## src/rtl/pll_lock_ctrl.sv

```systemverilog
// pll_lock_ctrl
//   Reset/lock sequencer for a PLL. Runs on the PLL's free-running reference
//   clock. Each attempt holds the PLL in reset for a fixed time, then waits for
//   LOCKED with a timeout. Lock is qualified as a run of consecutive
//   synchronized-high cycles. Only then is the downstream system reset
//   released. Timeouts retry up to MAX_RETRIES times before the block parks in
//   FAIL. Losing lock while running restarts the sequence.
//
// Ports
//   CLKIN1        in   reference clock (sole clock)
//   RST           in   synchronous active-high reset
//   LOCKED        in   PLL lock indicator, asynchronous to CLKIN1
//   FORCE_RELOCK  in   single-cycle request to restart sequencing
//   PLL_RST       out  PLL reset input
//   PLL_PWRDWN    out  PLL power-down input
//   SYS_RST       out  active-high reset to downstream logic
//   READY         out  lock qualified, system running
//   FAIL          out  retries exhausted
//   RETRY_CNT     out  retries used in the current sequence (saturates at 255)
//
// Build option
//   PLL_LOCK_CTRL_PWRDWN_EN : when defined, PLL_PWRDWN is asserted while in
//   FAIL. When undefined, PLL_PWRDWN is tied low.
//
// state     | meaning
// ----------+-----------------------------------------------------------
// HOLD      | PLL_RST asserted, counting the reset-hold time
// WAIT_LOCK | PLL_RST released, waiting for synchronized LOCKED
// STABLE    | LOCKED seen, counting consecutive high cycles
// RUN       | lock qualified, SYS_RST released, READY asserted
// FAIL      | retries exhausted, PLL held in reset
module pll_lock_ctrl #(
  parameter int RST_HOLD_CYCLES    = 16,
  parameter int LOCK_TIMEOUT       = 65535,
  parameter int LOCK_STABLE_CYCLES = 256,
  parameter int MAX_RETRIES        = 3,
  parameter int CNT_W              = 17
) (
  input  logic       CLKIN1,
  input  logic       RST,
  input  logic       LOCKED,
  input  logic       FORCE_RELOCK,
  output logic       PLL_RST,
  output logic       PLL_PWRDWN,
  output logic       SYS_RST,
  output logic       READY,
  output logic       FAIL,
  output logic [7:0] RETRY_CNT
);

  typedef enum logic [2:0] {
    S_HOLD      = 3'd0,
    S_WAIT_LOCK = 3'd1,
    S_STABLE    = 3'd2,
    S_RUN       = 3'd3,
    S_FAIL      = 3'd4
  } state_t;

  localparam logic [CNT_W-1:0] HOLD_LAST = CNT_W'(RST_HOLD_CYCLES - 1);
  localparam logic [CNT_W-1:0] TMO_LAST  = CNT_W'(LOCK_TIMEOUT - 1);
  localparam logic [CNT_W-1:0] STAB_DONE = CNT_W'(LOCK_STABLE_CYCLES);
  localparam logic [7:0]       RETRY_MAX = 8'(MAX_RETRIES);
  // The cycle that detects lock already counts as the first stable cycle.
  localparam bit               STAB_ONE  = (LOCK_STABLE_CYCLES <= 1);

  state_t           state_q, state_d;
  logic [CNT_W-1:0] hold_cnt_q, hold_cnt_d;
  logic [CNT_W-1:0] tmo_cnt_q, tmo_cnt_d;
  logic [CNT_W-1:0] stab_cnt_q, stab_cnt_d;
  logic [CNT_W-1:0] stab_inc;
  logic [7:0]       retry_q, retry_d;
  logic             lock_meta_q, lock_meta_d;
  logic             lock_sync_q, lock_sync_d;
  logic             pll_rst_q, pll_rst_d;
  logic             sys_rst_q, sys_rst_d;
  logic             ready_q, ready_d;
  logic             fail_q, fail_d;
  logic             locked_s;
  logic             timeout;

  assign locked_s = lock_sync_q;
  assign stab_inc = stab_cnt_q + CNT_W'(1);
  assign timeout  = (tmo_cnt_q >= TMO_LAST);

  always_comb begin
    lock_meta_d = LOCKED;
    lock_sync_d = lock_meta_q;
  end

  always_comb begin
    state_d    = state_q;
    hold_cnt_d = hold_cnt_q;
    tmo_cnt_d  = tmo_cnt_q;
    stab_cnt_d = stab_cnt_q;
    retry_d    = retry_q;

    case (state_q)
      S_HOLD: begin
        if (FORCE_RELOCK) begin
          hold_cnt_d = '0;
        end else if (hold_cnt_q >= HOLD_LAST) begin
          state_d    = S_WAIT_LOCK;
          hold_cnt_d = '0;
          tmo_cnt_d  = '0;
          stab_cnt_d = '0;
        end else begin
          hold_cnt_d = hold_cnt_q + CNT_W'(1);
        end
      end

      S_WAIT_LOCK, S_STABLE: begin
        // The timeout window spans both acquisition states and is only
        // restarted when a new attempt leaves HOLD.
        tmo_cnt_d = tmo_cnt_q + CNT_W'(1);
        if (FORCE_RELOCK) begin
          state_d    = S_HOLD;
          hold_cnt_d = '0;
          stab_cnt_d = '0;
        end else if (timeout) begin
          hold_cnt_d = '0;
          stab_cnt_d = '0;
          if (retry_q == RETRY_MAX) begin
            state_d = S_FAIL;
          end else begin
            state_d = S_HOLD;
            retry_d = (retry_q == 8'hFF) ? retry_q : retry_q + 8'd1;
          end
        end else if (state_q == S_WAIT_LOCK) begin
          if (locked_s) begin
            stab_cnt_d = CNT_W'(1);
            if (STAB_ONE) begin
              state_d = S_RUN;
              retry_d = '0;
            end else begin
              state_d = S_STABLE;
            end
          end
        end else begin
          if (!locked_s) begin
            state_d    = S_WAIT_LOCK;
            stab_cnt_d = '0;
          end else begin
            stab_cnt_d = stab_inc;
            if (stab_inc >= STAB_DONE) begin
              state_d = S_RUN;
              retry_d = '0;
            end
          end
        end
      end

      S_RUN: begin
        if (!locked_s || FORCE_RELOCK) begin
          state_d    = S_HOLD;
          hold_cnt_d = '0;
          stab_cnt_d = '0;
        end
      end

      S_FAIL: begin
        if (FORCE_RELOCK) begin
          state_d    = S_HOLD;
          hold_cnt_d = '0;
          retry_d    = '0;
        end
      end

      default: begin
        state_d    = S_HOLD;
        hold_cnt_d = '0;
        tmo_cnt_d  = '0;
        stab_cnt_d = '0;
      end
    endcase
  end

  // Outputs are decoded from the next state so they change on the same edge
  // as the state register.
  always_comb begin
    pll_rst_d = (state_d == S_HOLD) || (state_d == S_FAIL);
    sys_rst_d = (state_d != S_RUN);
    ready_d   = (state_d == S_RUN);
    fail_d    = (state_d == S_FAIL);
  end

  always_ff @(posedge CLKIN1) begin
    if (RST) begin
      state_q     <= S_HOLD;
      hold_cnt_q  <= '0;
      tmo_cnt_q   <= '0;
      stab_cnt_q  <= '0;
      retry_q     <= '0;
      lock_meta_q <= 1'b0;
      lock_sync_q <= 1'b0;
      pll_rst_q   <= 1'b1;
      sys_rst_q   <= 1'b1;
      ready_q     <= 1'b0;
      fail_q      <= 1'b0;
    end else begin
      state_q     <= state_d;
      hold_cnt_q  <= hold_cnt_d;
      tmo_cnt_q   <= tmo_cnt_d;
      stab_cnt_q  <= stab_cnt_d;
      retry_q     <= retry_d;
      lock_meta_q <= lock_meta_d;
      lock_sync_q <= lock_sync_d;
      pll_rst_q   <= pll_rst_d;
      sys_rst_q   <= sys_rst_d;
      ready_q     <= ready_d;
      fail_q      <= fail_d;
    end
  end

`ifdef PLL_LOCK_CTRL_PWRDWN_EN
  logic pwrdwn_q, pwrdwn_d;

  always_comb begin
    pwrdwn_d = (state_d == S_FAIL);
  end

  always_ff @(posedge CLKIN1) begin
    if (RST) begin
      pwrdwn_q <= 1'b0;
    end else begin
      pwrdwn_q <= pwrdwn_d;
    end
  end

  assign PLL_PWRDWN = pwrdwn_q;
`else
  assign PLL_PWRDWN = 1'b0;
`endif

  assign PLL_RST   = pll_rst_q;
  assign SYS_RST   = sys_rst_q;
  assign READY     = ready_q;
  assign FAIL      = fail_q;
  assign RETRY_CNT = retry_q;

endmodule

```

## config.mk

```make
export PLATFORM = sky130hd
export DESIGN_NAME = pll_lock_ctrl
export DESIGN_NICKNAME = d
export VERILOG_FILES = /design/src/rtl/pll_lock_ctrl.sv
export SDC_FILE = /design/constraint.sdc
export NUM_CORES = 1
export LEC_CHECK = 0
export CAP_MARGIN = 20
export CORE_ASPECT_RATIO = 0.75
export CORE_MARGIN = 1.5
export CORE_UTILIZATION = 40
export DETAILED_ROUTE_END_ITERATION = 16
export GPL_TIMING_DRIVEN = 1
export PLACE_DENSITY = 0.61
export SYNTH_ARGS = -nofsm -noshare
export SYNTH_HDL_FRONTEND = slang
export SYNTH_SLANG_ARGS = --single-unit
```

## constraint.sdc

```tcl
create_clock -name CLKIN1 -period 5.7 [get_ports CLKIN1]
set_input_delay 1.14 -clock CLKIN1 [delete_from_list [all_inputs] [get_ports CLKIN1]]
set_output_delay 1.14 -clock CLKIN1 [all_outputs]
set_load 0.02 [all_outputs]
```

==> results of run 1 <==
[sequential cells by signal, indices dropped and copies added, names as in the netlist]
register	flops
READY	1
SYS_RST	1
RETRY_CNT	8
FAIL	1
PLL_RST	1
state_q	3
stab_cnt_q	17
lock_sync_q	1
hold_cnt_q	17
lock_meta_q	1
tmo_cnt_q	17
[power groups by stage]
stage	clock network (mW)	logic, mW	registers (mW)
after detailed placement	0	0.0185	0.488
final	0.495	0.0190	0.478
after floorplan	0	0.0125	0.488
after global routing	0.524	0.0210	0.478
after global placement	0	0.0180	0.488
after CTS	0.509	0.0185	0.478
[metrics by stage]
step           setup slack, ns  util (%)  std cells
2_1_floorplan             2.74         -        419
3_3_place_gp              1.88      45.0        522
3_5_place_dp              1.80      45.0        522
4_1_cts                   2.16      48.2        536
5_1_grt                   1.84      48.3        537
6_report                  2.09      48.3        537
[cell families after synthesis]
logic type	Yosys count
AOI/OAI and AO/OA	97
muxes	2
DFF	68
buffers and inverters	32
other	1
and+or+nand+nor	187
xor gates and xnor gates	26
adders and majority gates	6
[worst min-delay path by stage]
| stage | from | end | slack [ns] |
|---|---|---|---|
| after floorplan | lock_meta_q | lock_sync_q | 0.41 |
| after global placement | lock_meta_q | lock_sync_q | 0.42 |
| after detailed placement | lock_meta_q | lock_sync_q | 0.46 |
| after CTS | lock_meta_q | lock_sync_q | 0.46 |
| after global routing | lock_meta_q | lock_sync_q | 0.47 |
| final | lock_meta_q | lock_sync_q | 0.46 |
[layout make-up]
class                      count  area share [%]
clock buffer                  11            6.22
clock inverter                 3           0.384
inverter                      14            1.35
multi-input combinational    319            49.6
sequential                    68            34.9
tap                          105            3.36
timing repair buffer          17            4.23
[metal layers]
| layer | vias to the layer above | GRT usage, % | share of wire (%) |
|---|---|---|---|
| met5 | - | 0 | 0 |
| met4 | 0 | 6.26 | 1.1 |
| met3 | 8 | 6.36 | 4.8 |
| met2 | 72 | 23.3 | 41 |
| li1 | 1526 | - | - |
| met1 | 1339 | 25.8 | 53 |
[worst max-delay path, delay by kind of cell]
family | cells | cell delay (ns)
compound gates | 4 | 1.61
buf+inv | 1 | 0.51
simple gates | 3 | 0.58
[synthesized netlist by cell type (2+ instances only)]
| library cell | number | area, sq um |
|---|---|---|
| clkbuf_1 | 14 | 52.6 |
| and3_1 | 7 | 43.8 |
| and4_1 | 7 | 61.3 |
| nor2_1 | 63 | 236 |
| o32ai_1 | 2 | 17.5 |
| nand3_1 | 19 | 95.1 |
| dfxtp_1 | 68 | 1360 |
| or3_1 | 2 | 12.5 |
| nand2_1 | 40 | 150 |
| o31ai_1 | 5 | 37.5 |
| nand4_1 | 15 | 93.8 |
| a211oi_1 | 3 | 22.5 |
| ha_1 | 6 | 75.1 |
| o21ai_0 | 21 | 105 |
| inv_1 | 14 | 52.6 |
| a32oi_1 | 3 | 26.3 |
| o211a_1 | 2 | 20.0 |
| xnor2_1 | 14 | 123 |
| nor3_1 | 6 | 30.0 |
| o31a_1 | 2 | 17.5 |
| nor2b_1 | 3 | 18.8 |
| o21ai_1 | 6 | 30.0 |
| xor2_1 | 12 | 105 |
| nor4_1 | 6 | 37.5 |
| mux2i_1 | 2 | 20.0 |
| o221a_1 | 2 | 22.5 |
| a21oi_1 | 22 | 110 |
| or4_1 | 3 | 22.5 |
| a31oi_1 | 9 | 56.3 |
| buf_2 | 3 | 15.0 |
| or2_2 | 4 | 25.0 |
==> flow_summary.toml, run 1 <==
[drt]
drc = 0
ant_nets = 0
dr.pass1.iters = 4
drt_iter0_drc = 157
viasPerCell = 5.48
vias = 2945
finalWirelength_mm = 7.48
wl_per_cell_um = 13.9

[global_routing]
overflow = 0
antenna_found_initial = 0
grt_pass1_vias = 2651
grt_pass1_wl_mm = 12.6
grt_max_degree = 19
grt_use_total_pct = 17.6

[timing]
hold_ws_ns = 0.459
fin_setup_tns_ns = 0
finalClockSkew_ns = 0.00616
setup_viol = 0
slew_headroom_pct = 25.0
min_period_ns = 3.61
rsz0062_at_grt = "false"
tightest_slew_ns = 1.12
fin_crit_sh_pct = 63.3
slew_viol_final = 0
max_clock_freq_mhz = 277
finalHoldViolCount = 0

[die]
core_sq_um = 8090
rows = 28
die_area_sq_um = 9110
die_w_um = 110
initial_utilization_pct = 42.2
die_h_um = 83.1
boundaryPins = 17

[worst_setup_path]
path_class = "in2reg"
critPathArrivalTime_ns = 3.85
crit_fanout = 14
cp-end-kind = "register"
r2r-end = "stab_cnt_q[11]"
cpMaxStageDelayCell = "a21oi_1"
cp-endpoint = "stab_cnt_q[11]"
cpPeakStageDelay_ns = 0.90
r2r_slack_ns = 2.71
cp.required_ns = 5.94
cp-start-kind = "input port"
worstSetupStartpoint = "FORCE_RELOCK"
rr_startpoint = "tmo_cnt_q[0]"
path_cells = "clkdlybuf4s50_1, nor2_1, nand2_1, a211oi_2, nand3_1, a21oi_1, o21ai_0, o31ai_1"
reg2regPathDepth = 9

[synth]
ys_warn_count = 0
synthAdderAreaFrac_pct = 2.20
synth_edf_count = 0
yosys.area_share.simple_pct = 27.6
yosysSeqAreaShare_pct = 39.8
syn_area_per_cell_sq_um = 8.16
synth_compound_area_share_pct = 19.3
synth_xor_area_share_pct = 6.66
ys_async_sr_fraction_pct = 0
ys_ff_latch = 68
synthMuxAreaShare_pct = 0.586
netlist_area_sq_um = 3420
synth_top_family_by_area = "simple AND/OR/NAND/NOR gates"
netlist_instances = 419
yosys_most_used_dff = "dfxtp_1"
synthDistinctLibCells = 65
synth_nets = 429

[power]
cellLeakagePower_nw = 1.34
pwr-share-comb_pct = 1.9
max-vdd-ir-drop_uv = 204
swShare_pct = 21.2
pwr-share-clk_pct = 49.9
intPower_mw = 0.782
power_mw = 0.992
p_seq_share_pct = 48.2
power_density_nw_per_um2 = 254
switchingPower_mw = 0.210

[clocking]
cts.sinks = 68
clockBufferDepth = 2
cts_root_buf = "clkbuf_16"
numCtsBuffers = 9
cts_tree = "built"
post_cts_buffers = 0
cts_hold_buf = 0
cts_resized = 0
clock_latency_ns = 0.34
htreeDepth = 3
cts.reportedPaths.clkPinSlew_ns = 0.06

[run_status]
outcome = "completed"

[final_layout]
num-fill-cells = 764
regArea_sq_um = 1360
final_nets = 439
drive_gt1_share_pct = 7.41
insertedDiodeCount = 0
multi_input_area_sq_um = 1940
final_common_cell = "dfxtp_1"
stdcell_area_sq_um = 3910
syn_to_final_growth_pct = 14.2
final_cell_mix = "dfxtp_1 (68), nor2_1 (63), nand2_1 (40)"

[placed_design]
gp_congestion = 0.841
placed_cell_area_sq_um = 3640
post-dp-hpwl_mm = 5.14
portBuffers = 15

[run]
max-cap-violations = 0

[min_path]
holdPathStages = 1
hp-class = "reg2reg"
Note: power is estimated with default switching activity, not from simulation.
==> run 2: changes to the inputs <==
--- a/config.mk
+++ b/config.mk
@@ -11,7 +11,7 @@
 export CORE_UTILIZATION = 40
 export DETAILED_ROUTE_END_ITERATION = 16
 export GPL_TIMING_DRIVEN = 1
-export PLACE_DENSITY = 0.61
+export PLACE_DENSITY = 0.63
 export SYNTH_ARGS = -nofsm -noshare
 export SYNTH_HDL_FRONTEND = slang
 export SYNTH_SLANG_ARGS = --single-unit
==> constraint.sdc (replaced) <==
create_clock -name CLKIN1 -period 3.1 [get_ports CLKIN1]
set_input_delay 0.62 -clock CLKIN1 [delete_from_list [all_inputs] [get_ports CLKIN1]]
set_output_delay 0.62 -clock CLKIN1 [all_outputs]
set_load 0.02 [all_outputs]
==> run 2 against run 1 <==
  * Setup slack lost 1.7 ns
  * Final cell count grew 2.0%
  * Via count grew 3.1%
  * Critical path type unchanged
  * First-iteration DRC count grew 31%
  * Non-clock buffer count grew 9
  * Clock-buffer cell count shrank 1
  * Global-route usage grew 0.094 points
==> flow_summary.toml, run 2 (same netlist as run 1, synthesis figures left out) <==
[final_layout]
stdcell_area_sq_um = 4000
final_nets = 448
syn_to_final_growth_pct = 17.0
final_common_cell = "dfxtp_1"
drive_gt1_share_pct = 10.2
top_regs = "hold_cnt_q (17), stab_cnt_q (17), tmo_cnt_q (17)"
final_core_util_pct = 49.4
fin_cells = 548
insertedDiodeCount = 0
final_cell_mix = "dfxtp_1 (68), nor2_1 (63), nand2_1 (40)"

[timing]
fin_crit_sh_pct = 86.7
fin_setup_tns_ns = 0
max_clock_freq_mhz = 372
min_period_ns = 2.69
finalWorstSetupSlack_ns = 0.412
slew_viol_final = 0
finalClockSkew_ns = 0.00577
setup_viol = 0
hold_ws_ns = 0.437
slew_headroom_pct = 62.7
tightest_slew_ns = 0.551
rsz0062_at_grt = "false"
finalHoldViolCount = 0

[die]
rows = 28
die_h_um = 83.1
initial_utilization_pct = 42.2
boundaryPins = 17
die_area_sq_um = 9110
core_sq_um = 8090
die_w_um = 110

[clocking]
cts.sinks = 68
cts_tree = "built"
post_cts_buffers = 0
numCtsBuffers = 9
clock_latency_ns = 0.34
htreeDepth = 3
cts_resized = 0
clockBufferDepth = 2
cts_hold_buf = 0
cts.reportedPaths.clkPinSlew_ns = 0.06
cts_root_buf = "clkbuf_16"

[worst_setup_path]
path_cells = "clkdlybuf4s50_1, or2_2, o41ai_2, or3b_1, o21a_4, and2_4, o221a_1"
reg2regPathDepth = 8
cp-start-kind = "input port"
path_class = "in2reg"
r2r_slack_ns = 0.48
cp-end-kind = "register"
cpMaxStageDelayCell = "clkdlybuf4s50_1"
r2r-end = "RETRY_CNT[1]"
cpPeakStageDelay_ns = 0.47
rr_startpoint = "stab_cnt_q[0]"
cp_num_buf_inv = 1
cp.required_ns = 3.33
critPathArrivalTime_ns = 2.92
critPathTopFamily = "simple AND/OR/NAND/NOR gates"
crit_fanout = 8

[power]
max-vdd-ir-drop_uv = 280
power_mw = 1.86
power_density_nw_per_um2 = 465
cellLeakagePower_nw = 1.39

[min_path]
min_to = "lock_sync_q"
min_from = "lock_meta_q"
hp-class = "reg2reg"
holdPathStages = 1

[placed_design]
portBuffers = 15
gp_congestion = 0.889
dpl_worst_slack_ns = 0.103
dp_cells = 532
placed_cell_area_sq_um = 3710
post-dp-hpwl_mm = 5.30

[drt]
drt_iter0_drc = 205
vias = 3037
wl_per_cell_um = 13.6
ant_nets = 0
finalWirelength_mm = 7.44
dr.pass1.iters = 4
drc = 0
viasPerCell = 5.54

[global_routing]
antenna_found_initial = 0
overflow = 0
grt_pass1_vias = 2682
grt_use_total_pct = 17.7
grt_pass1_wl_mm = 12.7
grt_max_degree = 19

[run_status]
outcome = "completed"

[run]
max-cap-violations = 0
## run 2: where the power goes
part / internal [mW] / switching (mW) / leakage, nW / total (mW)
sequential: 0.877 / 0.00209 / 0.548 / 0.879
combinational: 0.0132 / 0.0248 / 0.703 / 0.0380
clock: 0.560 / 0.382 / 0.138 / 0.942
total: 1.45 / 0.409 / 1.39 / 1.86
## run 2: routing by layer
metal	share of wire (%)	global-route usage [%]	vias to the layer above	wire length, um
li1	-	-	1557	-
met1	55	26.5	1422	4120
met2	40	23.2	53	2970
met3	3.9	5.49	5	288
met4	0.85	6.97	0	63
met5	0	0	-	0
## run 2: worst max path at each step
| stage | to | slack [ns] | cells past startpoint | startpoint |
|---|---|---|---|---|
| 3_3_place_gp | RETRY_CNT[2] | 0.14 | 8 | FORCE_RELOCK |
| 3_5_place_dp | RETRY_CNT[2] | 0.10 | 8 | FORCE_RELOCK |
| 5_1_grt | RETRY_CNT[1] | 0.23 | 8 | stab_cnt_q[0] |
| 4_1_cts | RETRY_CNT[1] | 0.34 | 8 | stab_cnt_q[0] |
| 2_1_floorplan | RETRY_CNT[2] | 0.66 | 8 | FORCE_RELOCK |
| 6_report | RETRY_CNT[2] | 0.41 | 7 | FORCE_RELOCK |
## run 2: final cells by class
type | count | area, sq um
fill | 785 | 4090
inverter | 14 | 52.6
multi-input combinational | 319 | 1940
tap | 105 | 131
sequential | 68 | 1360
timing repair buffer | 26 | 233
clock buffer | 10 | 239
clock inverter | 6 | 40.0
## run 2: worst reg2reg max path, delay by kind of cell, from the launching register on
family,cells,cell delay [ns]
AO/OA/AOI/OAI,3,0.84
XOR/XNOR,1,0.17
flip-flops,1,0.41
AND/OR/NAND/NOR,3,0.87
adder cells (fa/ha/maj),1,0.23
==> run 3: changes to the inputs <==
--- a/config.mk
+++ b/config.mk
@@ -7,7 +7,6 @@
 export LEC_CHECK = 0
 export CAP_MARGIN = 20
 export CORE_ASPECT_RATIO = 0.75
-export CORE_MARGIN = 1.5
 export CORE_UTILIZATION = 40
 export DETAILED_ROUTE_END_ITERATION = 16
 export GPL_TIMING_DRIVEN = 1
==> run 3 against run 2 <==
  * Clock skew rose by 0.0026 ns
  * Clock power rose by 8%
  * Flip-flop and latch count did not move
  * Die area fell by 2.1%
  * Setup slack got worse by 0.019 ns
  * Register-to-register slack barely moved
  * Critical path depth did not move
  * Largest power group unchanged
==> flow_summary.toml, run 3 (same netlist as run 1, synthesis figures left out) <==
[placed_design]
portBuffers = 15
placed_cell_area_sq_um = 3720
dpl_worst_slack_ns = 0.0638
post-dp-hpwl_mm = 5.38
dp_cells = 533
gp_congestion = 0.845

[min_path]
hp-class = "reg2reg"

[power]
power_density_nw_per_um2 = 482
max-vdd-ir-drop_uv = 318
power_mw = 1.94
cellLeakagePower_nw = 1.40

[worst_setup_path]
cp_num_buf_inv = 1
cp-end-kind = "register"
critPathArrivalTime_ns = 2.93
path_class = "in2reg"
cpPeakStageDelay_ns = 0.50
crit_fanout = 8
cp.required_ns = 3.32
r2r_slack_ns = 0.49
critPathTopFamily = "simple AND/OR/NAND/NOR gates"
cp-start-kind = "input port"
path_cells = "clkdlybuf4s50_1, or2_2, o41ai_2, or3b_1, o21a_4, and2_4, o221a_1"
cpMaxStageDelayCell = "clkdlybuf4s50_1"

[global_routing]
grt_max_degree = 19
antenna_found_initial = 0
grt_pass1_vias = 2637
grt_pass1_wl_mm = 12.6
grt_use_total_pct = 18.5
overflow = 0

[timing]
fin_crit_sh_pct = 87.3
min_period_ns = 2.71
max_clock_freq_mhz = 369
setup_viol = 0
hold_ws_ns = 0.450
finalWorstSetupSlack_ns = 0.393
finalClockSkew_ns = 0.00838
fin_setup_tns_ns = 0
slew_viol_final = 0
rsz0062_at_grt = "false"
finalHoldViolCount = 0
tightest_slew_ns = 0.514
slew_headroom_pct = 65.2

[die]
die_h_um = 82.1
die_area_sq_um = 8920
initial_utilization_pct = 42.2
boundaryPins = 17
core_sq_um = 8090
die_w_um = 109
rows = 28

[clocking]
numCtsBuffers = 9
cts_resized = 0
cts.reportedPaths.clkPinSlew_ns = 0.05
cts_hold_buf = 0
cts_tree = "built"
cts_root_buf = "clkbuf_16"
clockBufferDepth = 2
post_cts_buffers = 0
clock_latency_ns = 0.33
cts.sinks = 68
htreeDepth = 3

[drt]
viasPerCell = 5.52
ant_nets = 0
drt_iter0_drc = 189
vias = 3031
dr.pass1.iters = 4
wl_per_cell_um = 13.6
finalWirelength_mm = 7.48
drc = 0

[final_layout]
syn_to_final_growth_pct = 17.8
final_cell_mix = "dfxtp_1 (68), nor2_1 (63), nand2_1 (40)"
final_common_cell = "dfxtp_1"
fin_cells = 549
final_core_util_pct = 49.8
top_regs = "hold_cnt_q (17), stab_cnt_q (17), tmo_cnt_q (17)"
drive_gt1_share_pct = 9.91
final_nets = 449
insertedDiodeCount = 0
stdcell_area_sq_um = 4030
num-fill-cells = 785

[run_status]
outcome = "completed"

[run]
max-cap-violations = 0
-- run 3: worst paths after layout --
check / endpoint / startpoint / cells past startpoint
hold / removal: lock_sync_q / lock_meta_q / 1
setup reg to reg: RETRY_CNT[6] / stab_cnt_q[0] / 9
setup / recovery: RETRY_CNT[2] / FORCE_RELOCK / 7
hold reg to reg: lock_sync_q / lock_meta_q / 1
-- run 3: report_power, final --
group | switching (mW) | total [mW] | internal (mW)
clock network | 0.359 | 1.02 | 0.663
registers | 0.00186 | 0.879 | 0.877
logic | 0.0249 | 0.0381 | 0.0132
total | 0.386 | 1.94 | 1.55
-- run 3: final cells by class --
| type | count | area (sq um) | area share [%] |
|---|---|---|---|
| inverter | 14 | 52.6 | 1.31 |
| clock inverter | 4 | 47.5 | 1.18 |
| sequential | 68 | 1360 | 33.8 |
| multi-input combinational | 319 | 1940 | 48.1 |
| clock buffer | 12 | 256 | 6.37 |
| timing repair buffer | 27 | 240 | 5.97 |
| tap | 105 | 131 | 3.26 |
-- run 3: metal layers --
metal	global-route usage (%)	wire, um	up-vias	share of wire [%]
li1	-	-	1564	-
met1	26.1	3980	1391	53
met2	25.4	2990	65	40
met3	6.59	417	11	5.6
met4	6.62	100	0	1.3
met5	0	0	-	0
==> variant 1, RTL diff (settings of run 2) <==
`CNT_W`: 17 -> 21.
--- a/src/rtl/pll_lock_ctrl.sv
+++ b/src/rtl/pll_lock_ctrl.sv
@@ -35,5 +35,5 @@
   parameter int LOCK_STABLE_CYCLES = 256,
   parameter int MAX_RETRIES        = 3,
-  parameter int CNT_W              = 17
+  parameter int CNT_W              = 21
 ) (
   input  logic       CLKIN1,
Formal check against the unedited RTL: no difference found for any inputs over 4 cycles, from zero or initial values and one cycle with RST high; that may be too few to reach the edited logic, so the function may still have changed.
==> variant 1 against run 2 <==
  * Utilization down 3.7 points
  * Final cell count up 15%
  * Sequential share of layout area up 0.28 points
  * Area after synthesis up 22%
  * Worst setup slack better by 0.073 ns
  * Sequential power up 17%
  * Design area up 17%
  * Non-clock buffer count down 5
  * Combinational power down 3%
  * Sequential cell count up 12
  * Power up 14%
  * Routed wire length up 24%
==> variant 1: results <==
metrics = {
    "setup_path": {
        "critPathArrivalTime_ns": 2.82,
        "r2r-end": "RETRY_CNT[6]",
        "slowest_delay_ns": 0.66,
        "crit_family": "compound AO/OA/AOI/OAI gates",
        "cpMaxStageDelayCell": "a211oi_2",
        "r2r_start": "tmo_cnt_q[9]",
        "rr_worst_depth": 7,
        "r2r_slack_ns": 0.48,
        "crit_fanout": 9,
    },
    "drt": {
        "initialDrtViolationCount": 250,
        "wl_per_cell_um": 14.5,
        "vias": 3614,
    },
    "power_and_ir_drop": {
        "leakagePower_nw": 1.50,
        "peakVddDrop_mv": 0.265,
        "switching_share_pct": 20.4,
        "p_int_mw": 1.68,
        "comb_power_mw": 0.0369,
        "p_clk_mw": 1.04,
    },
    "synth": {
        "synth_area_leaders": "dfxtp_1 (38%), nor2_1 (5.4%), nand2_1 (4.2%)",
        "synth_mux_area_share_pct": 0.241,
        "yosys-top-cells-count": "dfxtp_1 (80), nor2_1 (60), nand2_1 (47)",
        "ys_seq_area_share_pct": 38.5,
        "synth_xor_area_share_pct": 6.53,
        "async_flop_share_pct": 0,
        "synth_fa_ha_area_share_pct": 1.50,
        "synth_ff_type": "dfxtp_1",
        "synth_compound_area_share_pct": 21.7,
    },
    "place": {
        "hpwl_mm": 6.28,
        "numPortBuffers": 15,
        "gp_congestion": 0.842,
        "dp_slack_ns": 0.492,
    },
    "cells_and_area": {
        "multi_input_area_um2": 2380,
        "drive_gt1_share_pct": 8.27,
        "fin_nets": 501,
        "reg_top3": "hold_cnt_q (21), stab_cnt_q (21), tmo_cnt_q (21)",
        "num-nonclk-inverters": 9,
        "antenna_cells": 0,
        "fill_cells": 978,
        "clock_cell_area_share_pct": 6.19,
        "multi_input_gates": 371,
        "clkbuf_count": 12,
        "buf_share_pct": 4.18,
        "buffers": 21,
        "seq_share_pct": 34.3,
        "nFlopsAndLatches": 80,
    },
    "outcome": {
        "status": "completed",
    },
    "clocking": {
        "clockBufferDepth": 2,
        "insertion_delay_ns": 0.34,
    },
    "worst_hold_path": {
        "hold_path_class": "reg2reg",
    },
    "global_routing": {
        "grt_pass1_vias": 3316,
        "grt_max_degree": 37,
        "grt_use_total_pct": 18.0,
        "grt_pass1_wl_mm": 16.1,
    },
    "sta": {
        "finalHoldViolations": 0,
        "finClkSkew_ns": 0.00601,
        "slew_headroom_pct": 55.3,
    },
}
[variant 1: cell types whose count changed in the layout (fill, tap and decap cells not counted), moves of 6 or more]
cell             run 2  this run
a311oi_1             1        14
o21ai_0             21         6
xor2_1              12        19
dfxtp_1             68        80
nand2_1             40        47
and3_1               7        16
a31oi_1              9        15
[variant 1: through the flow]
| stage | utilization, % | cell area [um^2] | cells | hold WS, ns |
|---|---|---|---|---|
| floorplan | - | 4160 | 488 | 0.414 |
| global placement | 42.9 | 4380 | 617 | 0.425 |
| detailed placement | 42.9 | 4380 | 617 | 0.438 |
| CTS | 45.7 | 4670 | 632 | 0.451 |
| global route | 45.7 | 4670 | 632 | 0.470 |
| finish | 45.7 | 4670 | 632 | 0.447 |
[variant 1: worst max path at each step]
stage                 start            end  slack (ns)  cells past startpoint
3_3_place_gp   FORCE_RELOCK  tmo_cnt_q[20]        0.51                      7
5_1_grt        tmo_cnt_q[0]   RETRY_CNT[2]        0.23                      8
3_5_place_dp   FORCE_RELOCK  tmo_cnt_q[19]        0.49                      7
2_1_floorplan  FORCE_RELOCK  tmo_cnt_q[20]        0.95                      6
6_report       tmo_cnt_q[9]   RETRY_CNT[6]        0.48                      7
4_1_cts        tmo_cnt_q[0]   RETRY_CNT[6]        0.48                      8
[variant 1: per-layer routing]
layer,routed length [um],vias to the layer above,global-route usage [%]
met5,0,-,0
met4,58,0,2.94
met3,445,4,5.78
met2,3930,71,26.3
met1,4760,1730,26.3
li1,-,1809,-
[variant 1: worst register-to-register path: stages (launching register included)]
cell and delay, ns:
dfxtp_1 0.40, and4_1 0.31, nand4_2 0.18, o31a_2 0.41
nand2_1 0.10, nand4_2 0.28, a211oi_2 0.66, o31ai_1 0.14
==> variant 2, RTL diff (config.mk and constraints of run 2) <==
Made on the original files. Encoding of `state_t`: now one-hot (5 bits for 5 states).
--- a/src/rtl/pll_lock_ctrl.sv
+++ b/src/rtl/pll_lock_ctrl.sv
@@ -49,10 +49,10 @@
 );
 
-  typedef enum logic [2:0] {
-    S_HOLD      = 3'd0,
-    S_WAIT_LOCK = 3'd1,
-    S_STABLE    = 3'd2,
-    S_RUN       = 3'd3,
-    S_FAIL      = 3'd4
+  typedef enum logic [4:0] {
+    S_HOLD      = 5'b00001,
+    S_WAIT_LOCK = 5'b00010,
+    S_STABLE    = 5'b00100,
+    S_RUN       = 5'b01000,
+    S_FAIL      = 5'b10000
   } state_t;
 
Check against the original RTL: no difference found for any inputs over 10 cycles, from zero or initial values and one cycle with RST high; not proved beyond that.
==> variant 2 against run 2 <==
  * Clock power decreased by 3.5%
  * Area after synthesis grew 8.9%
  * Power is 0.35% lower
  * Worst hold slack improved by 0.016 ns
  * Combinational power decreased by 1%
  * Sequential cell count increased by 2
  * Routed wire length grew 18%
  * Design area grew 6.5%
  * Sequential power grew 3.1%
  * Register-to-register slack got worse by 0.16 ns
  * Global-route usage grew 1.1 points
  * Final cell count increased by 8.0%
  * Worst setup slack got worse by 0.093 ns
  * Critical endpoint is now stab_cnt_q[3]
  * Largest cell class unchanged
  * Highest routed layer unchanged
==> variant 2: results <==
metrics = {
    "outcome": {
        "status": "completed",
    },
    "drt": {
        "met3_wirelength_um": 518,
        "route.met2.wl_mm": 3.50,
        "initialDrtViolationCount": 301,
        "routedLengthMet1_mm": 4.65,
        "routed_wl_mm": 8.76,
    },
    "synth": {
        "synth_cells": 446,
        "yosys.cell_types.count": 61,
        "ys_seq_area_share_pct": 37.6,
        "yosys-top-cells-count": "dfxtp_1 (70), nor2_1 (43), a21oi_1 (35), nand2_1 (35), nand3_1 (21)",
        "synth_area_leaders": "dfxtp_1 (38%), a21oi_1 (4.7%), nor2_1 (4.3%)",
        "synthesis.nets": 456,
    },
    "power_and_ir_drop": {
        "switching_share_pct": 20.9,
        "leakagePower_nw": 1.40,
        "peakVddDrop_mv": 0.316,
    },
    "setup_path": {
        "crit_family": "compound AO/OA/AOI/OAI gates",
        "crit_fanout": 17,
        "slowest_delay_ns": 0.56,
        "critPathArrivalTime_ns": 3.01,
    },
    "global_routing": {
        "grt_max_degree": 27,
        "grt_pass1_wl_mm": 14.8,
        "grt_use_total_pct": 18.8,
        "globalRouteMet2Util_pct": 25.6,
        "grt_use_met1_pct": 28.3,
    },
    "cells_and_area": {
        "syn_to_final_growth_pct": 14.4,
        "drive_gt1_share_pct": 8.41,
        "fin_nets": 471,
        "fin_cells": 592,
    },
    "place": {
        "placed_area_um2": 4000,
        "dp_slack_ns": 0.328,
        "hpwl_mm": 6.09,
        "gp_congestion": 0.888,
    },
    "sta": {
        "slew_headroom_pct": 45.3,
    },
}
-- variant 2: cell type report --
cell class	count	share of cell area, %
multi-input combinational	347	51.2
inverter	7	0.617
clock buffer	12	5.79
tap	128	3.76
clock inverter	2	0.235
timing repair buffer	26	5.46
sequential	70	32.9
-- variant 2: logic make-up after synthesis --
| family | Yosys count | share of synthesized area [%] |
|---|---|---|
| muxes | 6 | 1.65 |
| other | 1 | 0.101 |
| AOI/OAI and AO/OA | 135 | 26.4 |
| buffers and inverters | 29 | 3.73 |
| DFF | 70 | 37.6 |
| and+or+nand+nor | 189 | 26.1 |
| xor gates and xnor gates | 10 | 2.35 |
| adders and majority gates | 6 | 2.02 |
-- variant 2: path summary, 6_finish.rpt --
path                        from       endpoint  slack (ns)  depth (start not counted)
setup / recovery  hold_cnt_q[12]  stab_cnt_q[3]        0.32                          7
setup reg to reg  hold_cnt_q[12]  stab_cnt_q[3]        0.32                          7
hold reg to reg      lock_meta_q    lock_sync_q        0.45                          1
hold / removal       lock_meta_q    lock_sync_q        0.45                          1
